$ cat src/rtl/bcd_pkg.sv
// ---------------------------------------------------------------------------
// bcd_pkg
// Shared constants, FSM state encoding and helper functions for the
// binary-to-BCD digit sequencer and its iterative divide-by-10 unit.
// Optional feature macro used by the sequencer: BCD_LZ_BLANK_EN.
// ---------------------------------------------------------------------------
package bcd_pkg;

    localparam int         DIGIT_W      = 4;
    localparam int         VALUE_W      = 14;
    localparam int         DIV_LAT      = 11;
    localparam logic [3:0] BCD_OVF_CODE = 4'hF;

    typedef enum logic [2:0] {
        ST_IDLE  = 3'd0,
        ST_ISSUE = 3'd1,
        ST_WAIT  = 3'd2,
        ST_STORE = 3'd3,
        ST_FIN   = 3'd4
    } bcd_state_e;

    // 10^digits - 1, the largest value that fits in 'digits' BCD digits.
    function automatic int max_val(input int digits);
        int m;
        m = 1;
        for (int i = 0; i < digits; i++) m = m * 10;
        return m - 1;
    endfunction

    // One restoring shift-subtract step of a divide-by-10.
    // r is the partial remainder (always < 10), b the next dividend bit.
    // Returns {quotient_bit, new_remainder}.
    function automatic logic [4:0] div10_step(input logic [3:0] r, input logic b);
        logic [4:0] t;
        t = {r, b};
        if (t >= 5'd10) return {1'b1, 4'(t - 5'd10)};
        else            return {1'b0, t[3:0]};
    endfunction

endpackage

$ cat src/rtl/div10_iter.sv
// ---------------------------------------------------------------------------
// div10_iter
// Iterative restoring divide-by-10 for a 14-bit operand.
//   clk    in   system clock, rising edge
//   rst    in   synchronous reset, active-high
//   start  in   one-cycle pulse; value is captured on this edge
//   value  in   14-bit dividend
//   quot   out  14-bit quotient (value / 10), valid while ready=1
//   rem    out  4-bit remainder (value % 10), valid while ready=1
//   ready  out  low for DIV_LAT cycles after start, then high and held
//
// The quotient of a 14-bit value by 10 is at most 1638, so quotient bits
// 13..11 are always zero and the top three dividend bits (<= 7) seed the
// remainder directly. The start edge also performs the step for bit 10,
// leaving DIV_LAT-1 steps for bits 9..0.
// ---------------------------------------------------------------------------
module div10_iter
    import bcd_pkg::*;
(
    input  logic               clk,
    input  logic               rst,
    input  logic               start,
    input  logic [VALUE_W-1:0] value,
    output logic [VALUE_W-1:0] quot,
    output logic [DIGIT_W-1:0] rem,
    output logic               ready
);

    logic [9:0]  dvd;     // dividend bits still to be consumed, MSB first
    logic [10:0] q_r;     // quotient bits 10..0, shifted in LSB first
    logic [3:0]  r_r;     // partial remainder
    logic [3:0]  cnt;     // steps remaining
    logic [4:0]  first_step;
    logic [4:0]  next_step;

    assign first_step = div10_step({1'b0, value[13:11]}, value[10]);
    assign next_step  = div10_step(r_r, dvd[9]);

    always_ff @(posedge clk) begin
        if (rst) begin
            dvd   <= '0;
            q_r   <= '0;
            r_r   <= '0;
            cnt   <= '0;
            ready <= 1'b0;
        end else if (start) begin
            r_r   <= first_step[3:0];
            q_r   <= {10'b0, first_step[4]};
            dvd   <= value[9:0];
            cnt   <= 4'(DIV_LAT - 1);
            ready <= 1'b0;
        end else if (cnt != 4'd0) begin
            r_r <= next_step[3:0];
            q_r <= {q_r[9:0], next_step[4]};
            dvd <= {dvd[8:0], 1'b0};
            cnt <= cnt - 4'd1;
            if (cnt == 4'd1) ready <= 1'b1;
        end
    end

    assign quot = {3'b000, q_r};
    assign rem  = r_r;

endmodule

$ cat src/rtl/bcd_digit_sequencer.sv
// ---------------------------------------------------------------------------
// bcd_digit_sequencer
// Converts a 14-bit binary value into DIGITS packed BCD digits by driving one
// shared div10_iter repeatedly: each remainder is a digit (units first) and
// each quotient becomes the next dividend.
//   clk        in   system clock, rising edge
//   rst        in   synchronous reset, active-high
//   start      in   conversion request, sampled only in IDLE
//   value      in   14-bit operand, captured on the accepted start
//   busy       out  high from the cycle after an accepted start through done
//   done       out  one-cycle pulse in the FIN cycle; digits/ovf/blank take
//                   their new values on the closing edge of that cycle
//   ovf        out  captured value > 10^DIGITS-1, held until next result
//   digits     out  packed BCD, digit 0 (units) in [3:0]; all 4'hF on ovf
//   blank      out  (only with BCD_LZ_BLANK_EN) leading-zero blank per digit
//   state_dbg  out  current FSM state (bcd_state_e encoding)
//
// Handshake: start is a level sampled on each rising edge while IDLE; any
// start seen in another state is dropped, never queued. Reset wins over start.
//
// Optional feature macro: BCD_LZ_BLANK_EN.
// ---------------------------------------------------------------------------
module bcd_digit_sequencer
    import bcd_pkg::*;
#(
    parameter int DIGITS = 4
) (
    input  logic                      clk,
    input  logic                      rst,
    input  logic                      start,
    input  logic [VALUE_W-1:0]        value,
    output logic                      busy,
    output logic                      done,
    output logic                      ovf,
    output logic [DIGIT_W*DIGITS-1:0] digits,
`ifdef BCD_LZ_BLANK_EN
    output logic [DIGITS-1:0]         blank,
`endif
    output logic [2:0]                state_dbg
);

    localparam logic [2:0] S_IDLE  = ST_IDLE;
    localparam logic [2:0] S_ISSUE = ST_ISSUE;
    localparam logic [2:0] S_WAIT  = ST_WAIT;
    localparam logic [2:0] S_STORE = ST_STORE;
    localparam logic [2:0] S_FIN   = ST_FIN;

    localparam logic [VALUE_W-1:0] MAXVAL = VALUE_W'(max_val(DIGITS));
    localparam logic [1:0]         K_LAST = 2'(DIGITS - 1);

    logic [2:0]                state;
    logic [VALUE_W-1:0]        work;
    logic [1:0]                k;
    logic [DIGIT_W*DIGITS-1:0] shadow;
    logic                      ovf_n;

    logic                      div_start;
    logic [VALUE_W-1:0]        div_quot;
    logic [DIGIT_W-1:0]        div_rem;
    logic                      div_ready;

    assign div_start = (state == S_ISSUE);

    div10_iter u_div (
        .clk   (clk),
        .rst   (rst),
        .start (div_start),
        .value (work),
        .quot  (div_quot),
        .rem   (div_rem),
        .ready (div_ready)
    );

`ifdef BCD_LZ_BLANK_EN
    // Digit i blanks when it and every higher digit are zero; the units digit
    // never blanks so a zero value still shows "0". Nothing blanks on ovf.
    logic [DIGITS-1:0] blank_n;
    logic              higher_zero;

    always_comb begin
        blank_n     = '0;
        higher_zero = 1'b1;
        for (int i = DIGITS - 1; i >= 1; i--) begin
            higher_zero = higher_zero && (shadow[DIGIT_W*i +: DIGIT_W] == 4'd0);
            blank_n[i]  = higher_zero && !ovf_n;
        end
    end
`endif

    always_ff @(posedge clk) begin
        if (rst) begin
            state  <= S_IDLE;
            work   <= '0;
            k      <= '0;
            shadow <= '0;
            ovf_n  <= 1'b0;
            digits <= '0;
            ovf    <= 1'b0;
`ifdef BCD_LZ_BLANK_EN
            blank  <= '0;
`endif
        end else begin
            case (state)
                S_IDLE: begin
                    if (start) begin
                        work  <= value;
                        k     <= '0;
                        ovf_n <= (value > MAXVAL);
                        state <= S_ISSUE;
                    end
                end
                S_ISSUE: state <= S_WAIT;
                S_WAIT: begin
                    if (div_ready) state <= S_STORE;
                end
                S_STORE: begin
                    shadow[DIGIT_W*k +: DIGIT_W] <= div_rem;
                    work <= div_quot;
                    if (k == K_LAST) begin
                        state <= S_FIN;
                    end else begin
                        k     <= k + 2'd1;
                        state <= S_ISSUE;
                    end
                end
                S_FIN: begin
                    // Full conversion always runs; on overflow the digits
                    // computed are discarded in favour of the marker code.
                    digits <= ovf_n ? {DIGITS{BCD_OVF_CODE}} : shadow;
                    ovf    <= ovf_n;
`ifdef BCD_LZ_BLANK_EN
                    blank  <= blank_n;
`endif
                    state  <= S_IDLE;
                end
                default: state <= S_IDLE;
            endcase
        end
    end

    assign busy      = (state != S_IDLE);
    assign done      = (state == S_FIN);
    assign state_dbg = state;

endmodule

$ cat config.mk
export PLATFORM = sky130hd
export DESIGN_NAME = bcd_digit_sequencer
export DESIGN_NICKNAME = d
export VERILOG_FILES = /design/src/rtl/bcd_pkg.sv /design/src/rtl/div10_iter.sv /design/src/rtl/bcd_digit_sequencer.sv
export SDC_FILE = /design/constraint.sdc
export NUM_CORES = 1
export LEC_CHECK = 0
export BUFFER_PORTS_ARGS = -buffer_cell sky130_fd_sc_hd__buf_4
export CORE_UTILIZATION = 55
export DETAILED_ROUTE_END_ITERATION = 8
export HOLD_SLACK_MARGIN = 0.1
export PLACE_DENSITY = 0.75
export SLEW_MARGIN = 20
export SYNTH_ARGS = -nofsm -noshare
export SYNTH_HDL_FRONTEND = slang
export SYNTH_SLANG_ARGS = --single-unit
$ cat constraint.sdc
create_clock -name clk -period 4.6 [get_ports clk]
set_input_delay 0.23 -clock clk [delete_from_list [all_inputs] [get_ports clk]]
set_output_delay 0.23 -clock clk [all_outputs]
set_load 0.1 [all_outputs]
==> results of run 1 <==
[sequential cells by signal, indices dropped and copies added, names as in the netlist]
register and cells:
digits 16, shadow 16, u_div.cnt 4, work 14, u_div.rem 4, u_div.q_r 11
state_dbg 3, ovf 1, k 2, u_div.dvd 10, u_div.ready 1, ovf_n 1
[cell type report]
class,instances,share of cell area (%)
Timing Repair Buffer,40,7.50
Multi-Input combinational cell,314,43.6
Clock inverter,5,1.30
Sequential cell,83,41.0
Clock buffer,11,3.49
Inverter,8,0.741
Tap cell,77,2.38
[metal layers]
layer	vias up	wire length, um	part of all wire, %	track usage, %
li1	1571	-	-	-
met1	1347	3600	51	31.9
met2	62	3160	44	32.3
met3	8	271	3.8	3.68
met4	0	81	1.1	7.99
met5	-	0	0	0
[worst max-delay path: cells and delay by family (launching register included)]
kind,cells,cell delay [ns]
and+or+nand+nor,2,1.27
AOI/OAI and AO/OA,1,0.36
DFF,1,0.59
[cell families after synthesis]
logic type	after synthesis	synth area share, %
simple gates	219	30.3
flops	83	46.1
compound gates	82	14.5
buf+inv	42	5.07
fa+ha+maj	8	2.78
mux	3	0.833
xor+xnor	2	0.486
[worst min-delay path by stage]
stage	start	to	slack, ns
6_report	value[12]	work[12]	0.14
5_1_grt	value[13]	work[13]	0.13
4_1_cts	value[12]	work[12]	0.13
3_5_place_dp	shadow[14]	shadow[14]	0.45
3_3_place_gp	shadow[5]	shadow[5]	0.44
2_1_floorplan	value[11]	work[11]	0.37
[synthesized netlist by cell type (all sizes together), types with 3 or more instances]
master / n / share of area, %
nor2: 87 / 9.1
dfxtp: 83 / 46
nand2: 68 / 7.1
a21oi: 39 / 5.4
clkbuf: 21 / 2.2
a211oi: 17 / 3.5
nand4: 16 / 2.8
nor4: 14 / 4.8
buf: 13 / 2.0
a311oi: 10 / 2.4
ha: 8 / 2.8
inv: 8 / 0.83
nor3: 8 / 1.1
nor3b: 7 / 1.7
nand3: 6 / 0.83
o21ai: 4 / 0.56
o31ai: 4 / 0.83
mux2i: 3 / 0.83
nand3b: 3 / 0.62
[power groups by stage]
stage               registers, mW  clock network (mW)  logic, mW
floorplan                   0.864                   0      0.361
global placement            0.891                   0      0.418
detailed placement          0.894                   0      0.423
CTS                         0.878               0.517      0.424
global route                0.893               0.549      0.479
finish                      0.880               0.510      0.424
==> metrics.yaml, run 1 <==
run_status:
  status: "completed"
layout:
  nNetsFinal: 481
  layout-drive-gt1-share_pct: 15.4
  final.fill_count: 562
  final_cells: 538
  multi_input_area_um2: 1770
  fin_area_um2: 4050
  diodes: 0
  ff_latch_area_um2: 1660
  post-route-util_pct: 63.8
  area.growth.synth_to_final_pct: 12.4
  mostFrequentLayoutCell: "nor2_1"
  final_cell_mix: "nor2_1, dfxtp_1, nand2_1"
global_routing:
  antenna_found_initial: 0
  track_usage_pct: 21.8
  grt_pass1_vias: 2669
  grt-ovfl-total: 0
  grt_max_degree: 74
  grt_pass1_wl_um: 12400
cts:
  hold_buffers: 0
  tritoncts: "built"
  cts_buffers: 9
  h-tree-depth: 3
  ctsResizeCount: 0
  clock_sinks: 83
  clk_pin_slew_ns: 0.08
  clk_latency_ns: 0.34
  clock_path_buffers: 2
  cts_root_buf: "clkbuf_8"
  cts_setup_buffers: 0
critical_path:
  r2r_end: "u_div.q_r[0]"
  crit-reg2reg-launch: "state_dbg[1]"
  crit_path_max_incr_delay_ns: 0.75
  slowest_stage: "or3b_1"
  worstSetupStartpoint: "state_dbg[1]"
  cp_cell_sequence: "or3b_1 -> nand2b_1 -> o31ai_1"
  worst_ep_required_time_ns: 4.85
  path_max_fanout: 27
  cp-end-kind: "flop"
  reg2reg_slack_ns: 2.29
  worstSetupStartpointType: "flop"
  crit_arrival_ns: 2.56
  worstSetupPathType: "flop to flop"
  reg2reg_depth: 3
  critPathCapture: "u_div.q_r[0]"
placed_design:
  dp_hpwl_um: 4710
  place_area_um2: 3850
  io_buffers: 38
  post-place-ws_ns: 2.33
  place_congestion: 0.780
  dp_cells: 521
yosys:
  syn_area_um2: 3610
  yosys_warnings: 0
  synth-edff-count: 0
  synthFlopType: "dfxtp_1"
  yosysSeqAreaShare_pct: 46.1
  synthCells: 439
  ys_types: 41
  synth.avg_cell_area_um2: 8.21
  synth-seq-cells: 83
  async_reset_ff_share_pct: 0
  synthesis.nets: 464
power:
  p_leak_nw: 1.47
  switchingPower_mw: 0.623
  intPower_mw: 1.19
  total_power_mw: 1.81
  ir_worst_vdd_mv: 0.401
  seq_power_share_pct: 48.5
  swShare_pct: 34.3
  clock_power_share_pct: 28.1
  power.density_nw_per_um2: 447
  power_frac_comb_pct: 23.4
worst_hold_path:
  hold_class: "primary input to flop"
  min_path_cells: 3
routing:
  post_drt_wl_per_cell_um: 13.2
  avgViaCountPerCell: 5.55
  drt_first_pass_iters: 4
  vias: 2988
  dr.first_iter.drc_count: 167
  drt-total-wl_um: 7110
  drc: 0
  ant_nets: 0
sta:
  rsz0062_at_grt: "no"
  post-route-min-period_ns: 2.31
  clock_skew_ns: 0.0115
  worst_pin_slew_ns: 0.858
  drv_slew: 0
  setup_ws_ns: 2.29
  setup_tns_ns: 0
  finalHoldWorstSlack_ns: 0.140
  max_freq_mhz: 432
  setup_viol: 0
  fin_crit_sh_pct: 50.3
  finalHoldViolations: 0
  max_slew_margin_pct: 42.8
die:
  coreArea_um2: 6350
  fp.dieH_um: 83.0
  io_pins: 39
  die_area_um2: 6880
  row_count: 29
  start_util_pct: 56.8
  die_x_um: 83.0
run:
  drv_cap: 0
(Power assumes the default switching activity.)
==> run 2, diff against run 1 <==
- ABC_AREA: not set -> 1
- CORE_UTILIZATION: 55 -> 52
- clock period: 4.6 -> 2.11 ns (I/O delays scaled with it)
==> metrics.yaml, run 2 <==
routing:
  drc: 0
  post_drt_wl_per_cell_um: 13.8
  avgViaCountPerCell: 5.34
  drt-total-wl_um: 7960
  drt_first_pass_iters: 4
  dr.first_iter.drc_count: 191
  ant_nets: 0
  vias: 3089
critical_path:
  worst_ep_required_time_ns: 2.40
  crit_path_max_incr_delay_ns: 0.54
  path_max_fanout: 11
  cp-end-kind: "flop"
  critPathTopFamily: "flip-flops"
  cp_cell_sequence: "inv_1 -> ha_1 -> inv_1 -> nor2_1 -> inv_1 -> nor2_1 -> a21oi_1 -> nor2_1"
  worstSetupPathType: "flop to flop"
  worstSetupStartpointType: "flop"
  path_buf_inv: 3
  crit_arrival_ns: 2.17
  slowest_stage: "dfxtp_1"
die:
  io_pins: 39
  coreArea_um2: 6390
  row_count: 29
  die_area_um2: 6950
  start_util_pct: 53.9
  fp.dieH_um: 83.3
  die_x_um: 83.3
yosys:
  synthCells: 448
  yosys_warnings: 0
  synth.avg_cell_area_um2: 7.68
  ys_types: 27
  yosysSeqAreaShare_pct: 48.3
  synthesis.nets: 473
  synth_top_area_cell: "dfxtp_1"
  synth-seq-cells: 83
  synth-edff-count: 0
  synth_common_cells: "dfxtp_1, nand2_1, nor2_1"
  async_reset_ff_share_pct: 0
  syn_area_um2: 3440
  synth_top_area_share_pct: 48.3
  synth.area.top_cells: "dfxtp_1, nand2_1, nor2_1"
  synthFlopType: "dfxtp_1"
  synth_most_common_cell: "dfxtp_1"
power:
  intPower_mw: 2.67
  switchingPower_mw: 1.51
  p_leak_nw: 1.73
  swShare_pct: 36.1
  clock_power_share_pct: 24.4
  power.density_nw_per_um2: 1030
  seq_power_share_pct: 46.9
  total_power_mw: 4.17
  ir_worst_vdd_mv: 0.598
  power_frac_comb_pct: 28.6
layout:
  layout-drive-gt1-share_pct: 14.7
  largestRegisters: "digits x16, shadow x16, work x14"
  final_cell_mix: "dfxtp_1, nand2_1, nor2_1"
  multi_input_area_um2: 1530
  mostFrequentLayoutCell: "dfxtp_1"
  nNetsFinal: 522
  area.growth.synth_to_final_pct: 18.3
  ff_latch_area_um2: 1670
  final.fill_count: 580
  diodes: 0
sta:
  drv_slew: 0
  post-route-min-period_ns: 1.88
  max_slew_margin_pct: 72.5
  max_freq_mhz: 532
  worst_pin_slew_ns: 0.409
  setup_tns_ns: 0
  setup_viol: 0
  rsz0062_at_grt: "no"
  finalHoldWorstSlack_ns: 0.0988
  fin_crit_sh_pct: 89.1
  clock_skew_ns: 0.00869
  finalHoldViolations: 0
cts:
  cts_setup_buffers: 0
  cts_root_buf: "clkbuf_8"
  ctsResizeCount: 0
  clk_latency_ns: 0.36
  clk_pin_slew_ns: 0.08
  clock_path_buffers: 2
  tritoncts: "built"
  h-tree-depth: 3
  clock_sinks: 83
  hold_buffers: 10
  cts_buffers: 9
placed_design:
  place_congestion: 0.834
  io_buffers: 38
  dp_hpwl_um: 5460
global_routing:
  grt-ovfl-total: 0
  grt_pass1_wl_um: 13400
  grt_pass1_vias: 3016
  grt_max_degree: 30
  antenna_found_initial: 0
  track_usage_pct: 24.2
run_status:
  status: "completed"
worst_hold_path:
  hold_class: "primary input to flop"
run:
  drv_cap: 0
## run 2: worst reg2reg max path: cells and delay by family, from the launching register on
kind            cells  cell delay, ns
compound gates      1            0.09
fa+ha+maj           1            0.37
simple gates        3            0.42
flops               1            0.54
buf+inv             3            0.39
## run 2: through the flow
step / util, % / cell area (um2) / instances / setup WS, ns
detailed placement: 59.5 / 3800 / 553 / 0.253
floorplan: - / 3440 / 448 / 0.186
global placement: 59.5 / 3800 / 553 / 0.405
global route: 63.7 / 4070 / 579 / 0.0302
finish: 63.7 / 4070 / 579 / 0.230
CTS: 63.7 / 4070 / 579 / 0.251
## run 2: per-layer routing
layer | wire, um | up-vias | global-route usage, %
met5 | 0 | - | 0
met2 | 3910 | 59 | 43.1
met3 | 346 | 13 | 6.76
met1 | 3610 | 1428 | 28.4
met4 | 96 | 0 | 6.27
li1 | - | 1589 | -
## run 2: logic make-up (layout without fill, tap and decap cells)
logic type	after synthesis	count (layout)	synth area share, %
AO/OA/AOI/OAI	120	120	19.8
XOR/XNOR	1	1	0.255
adder cells (fa/ha/maj)	8	8	2.91
buffers and inverters	62	116	7.27
flip-flops	83	83	48.3
AND/OR/NAND/NOR	174	174	21.5
## run 2: layout make-up
class / count / share of cell area, %
sequential: 83 / 40.9
multi-input combinational: 303 / 37.6
timing repair buffer: 55 / 10.8
inverter: 45 / 4.15
clock buffer: 14 / 4.00
tap: 77 / 2.37
clock inverter: 2 / 0.246
## run 2: worst paths after layout
check / from / endpoint / slack, ns / depth (start not counted)
worst max register to register: k[0] / shadow[10] / 0.23 / 8
worst min-delay path: start / state_dbg[0] / 0.1 / 3
worst min register to register: shadow[15] / shadow[15] / 0.46 / 2
worst max-delay path: k[0] / shadow[10] / 0.23 / 8
## run 2: power by group through the flow
stage	clock, mW	sequential, mW	combinational (mW)
after floorplan	0	1.98	0.857
after CTS	1.04	1.96	1.19
after detailed placement	0	1.99	1.17
after global routing	1.11	1.98	1.34
after global placement	0	1.98	1.14
final	1.02	1.96	1.20
==> run 3, diff against run 2 <==
- CELL_PAD_IN_SITES_DETAIL_PLACEMENT: not set -> 2
- CELL_PAD_IN_SITES_GLOBAL_PLACEMENT: not set -> 2
- CORE_UTILIZATION: 52 -> 30
- PLACE_DENSITY: 0.75 -> not set
- PLACE_DENSITY_LB_ADDON: not set -> 0.1
==> metrics.yaml, run 3 (same netlist as run 2, synthesis figures left out) <==
die:
  die_area_um2: 11900
  coreArea_um2: 11000
  start_util_pct: 31.3
  row_count: 38
  io_pins: 39
  fp.dieH_um: 109
  die_x_um: 109
sta:
  post-route-min-period_ns: 1.84
  finalHoldViolations: 0
  finalHoldWorstSlack_ns: 0.117
  max_slew_margin_pct: 73.9
  fin_crit_sh_pct: 87.2
  max_freq_mhz: 543
  drv_slew: 0
  clock_skew_ns: 0.00594
  worst_pin_slew_ns: 0.388
  setup_tns_ns: 0
  rsz0062_at_grt: "no"
  setup_viol: 0
critical_path:
  slowest_stage: "dfxtp_2"
  path_max_fanout: 18
  crit_arrival_ns: 1.74
  critPathTopFamily: "buffers and inverters"
  worst_ep_required_time_ns: 2.00
  crit-reg2reg-launch: "k[1]"
  path_buf_inv: 2
  crit_path_max_incr_delay_ns: 0.36
  worstSetupStartpoint: "state_dbg[0]"
  cp-end-kind: "primary output"
  worstSetupStartpointType: "flop"
  worstSetupPathType: "flop to primary output"
  cp_cell_sequence: "nor2_1 -> nand2_1 -> inv_2 -> buf_4"
layout:
  diodes: 0
  final_cell_mix: "dfxtp_1, nand2_1, nor2_1"
  nNetsFinal: 525
  largestRegisters: "digits x16, shadow x16, work x14"
  layout-drive-gt1-share_pct: 15.4
  mostFrequentLayoutCell: "dfxtp_1"
  area.growth.synth_to_final_pct: 24.1
cts:
  clk_latency_ns: 0.34
  clock_path_buffers: 2
  clk_pin_slew_ns: 0.06
  clock_sinks: 83
  tritoncts: "built"
  h-tree-depth: 3
  cts_buffers: 9
  cts_setup_buffers: 0
  ctsResizeCount: 0
  cts_root_buf: "clkbuf_16"
global_routing:
  grt_pass1_wl_um: 17100
  grt_pass1_vias: 3363
  track_usage_pct: 19.1
  antenna_found_initial: 0
  grt-ovfl-total: 0
  grt_max_degree: 30
run_status:
  status: "completed"
routing:
  drt_first_pass_iters: 5
  drc: 0
  vias: 3197
  dr.first_iter.drc_count: 77
  ant_nets: 0
  post_drt_wl_per_cell_um: 16.0
  avgViaCountPerCell: 4.96
  drt-total-wl_um: 10300
placed_design:
  place_congestion: 0.788
  dp_hpwl_um: 7320
  io_buffers: 38
power:
  p_leak_nw: 1.80
  ir_worst_vdd_mv: 0.599
  power.density_nw_per_um2: 1100
worst_hold_path:
  hold_class: "primary input to flop"
  min-delay-start: "start"
run:
  drv_cap: 0
-- run 3: cell types whose count changed in the layout (fill, tap and decap cells not counted) --
cell / previous run / this run
dlygate4sd3_1: 10 / 9
clkbuf_8: 11 / 2
buf_4: 45 / 49
clkbuf_16: 0 / 9
-- run 3: final timing paths --
check            endpoint  slack [ns]  cells past startpoint
min reg2reg    digits[14]        0.45                      2
max reg2reg     shadow[4]        0.46                      8
min          state_dbg[0]        0.12                      3
max                  done        0.27                      4
-- run 3: tightest hold or removal path, stage by stage --
cell	delay, ns
buf_4	0.09
o22ai_1	0.10
nor3_1	0.12
-- run 3: layout make-up --
class	instances	area [um2]
fill	1287	6710
sequential	83	1670
multi-input combinational	303	1530
timing repair buffer	58	458
clock buffer	14	264
tap	140	175
inverter	45	169
clock inverter	2	10.0
-- run 3: repair_timing --
| item | in CTS | in global routing |
|---|---|---|
| endpoints found under the setup margin | 0 | 0 |
| hold endpoints to repair | 9 | 0 |
| hold buffers | 9 | 0 |
-- run 3: per-stage QoR --
stage,power (mW),instance area (um2),std cells,util (%),setup slack (ns)
2_1_floorplan,2.84,3440,448,-,0.186
3_3_place_gp,3.20,3910,620,35.6,0.618
3_5_place_dp,3.25,3910,620,35.6,0.496
4_1_cts,4.79,4270,645,38.9,0.182
5_1_grt,5.01,4270,645,38.9,0.116
6_report,4.70,4270,645,38.9,0.269
-- run 3: report_power, final --
part	switching [mW]	internal, mW
Sequential	0.177	1.79
Combinational	0.854	0.396
Clock	0.625	0.860
-- run 3: per-layer routing --
| metal | global-route usage [%] | up-vias | part of all wire (%) |
|---|---|---|---|
| li1 | - | 1590 | - |
| met1 | 22.7 | 1557 | 46 |
| met2 | 33.5 | 40 | 49 |
| met3 | 4.54 | 10 | 2.9 |
| met4 | 6.47 | 0 | 1.6 |
| met5 | 0 | - | 0 |
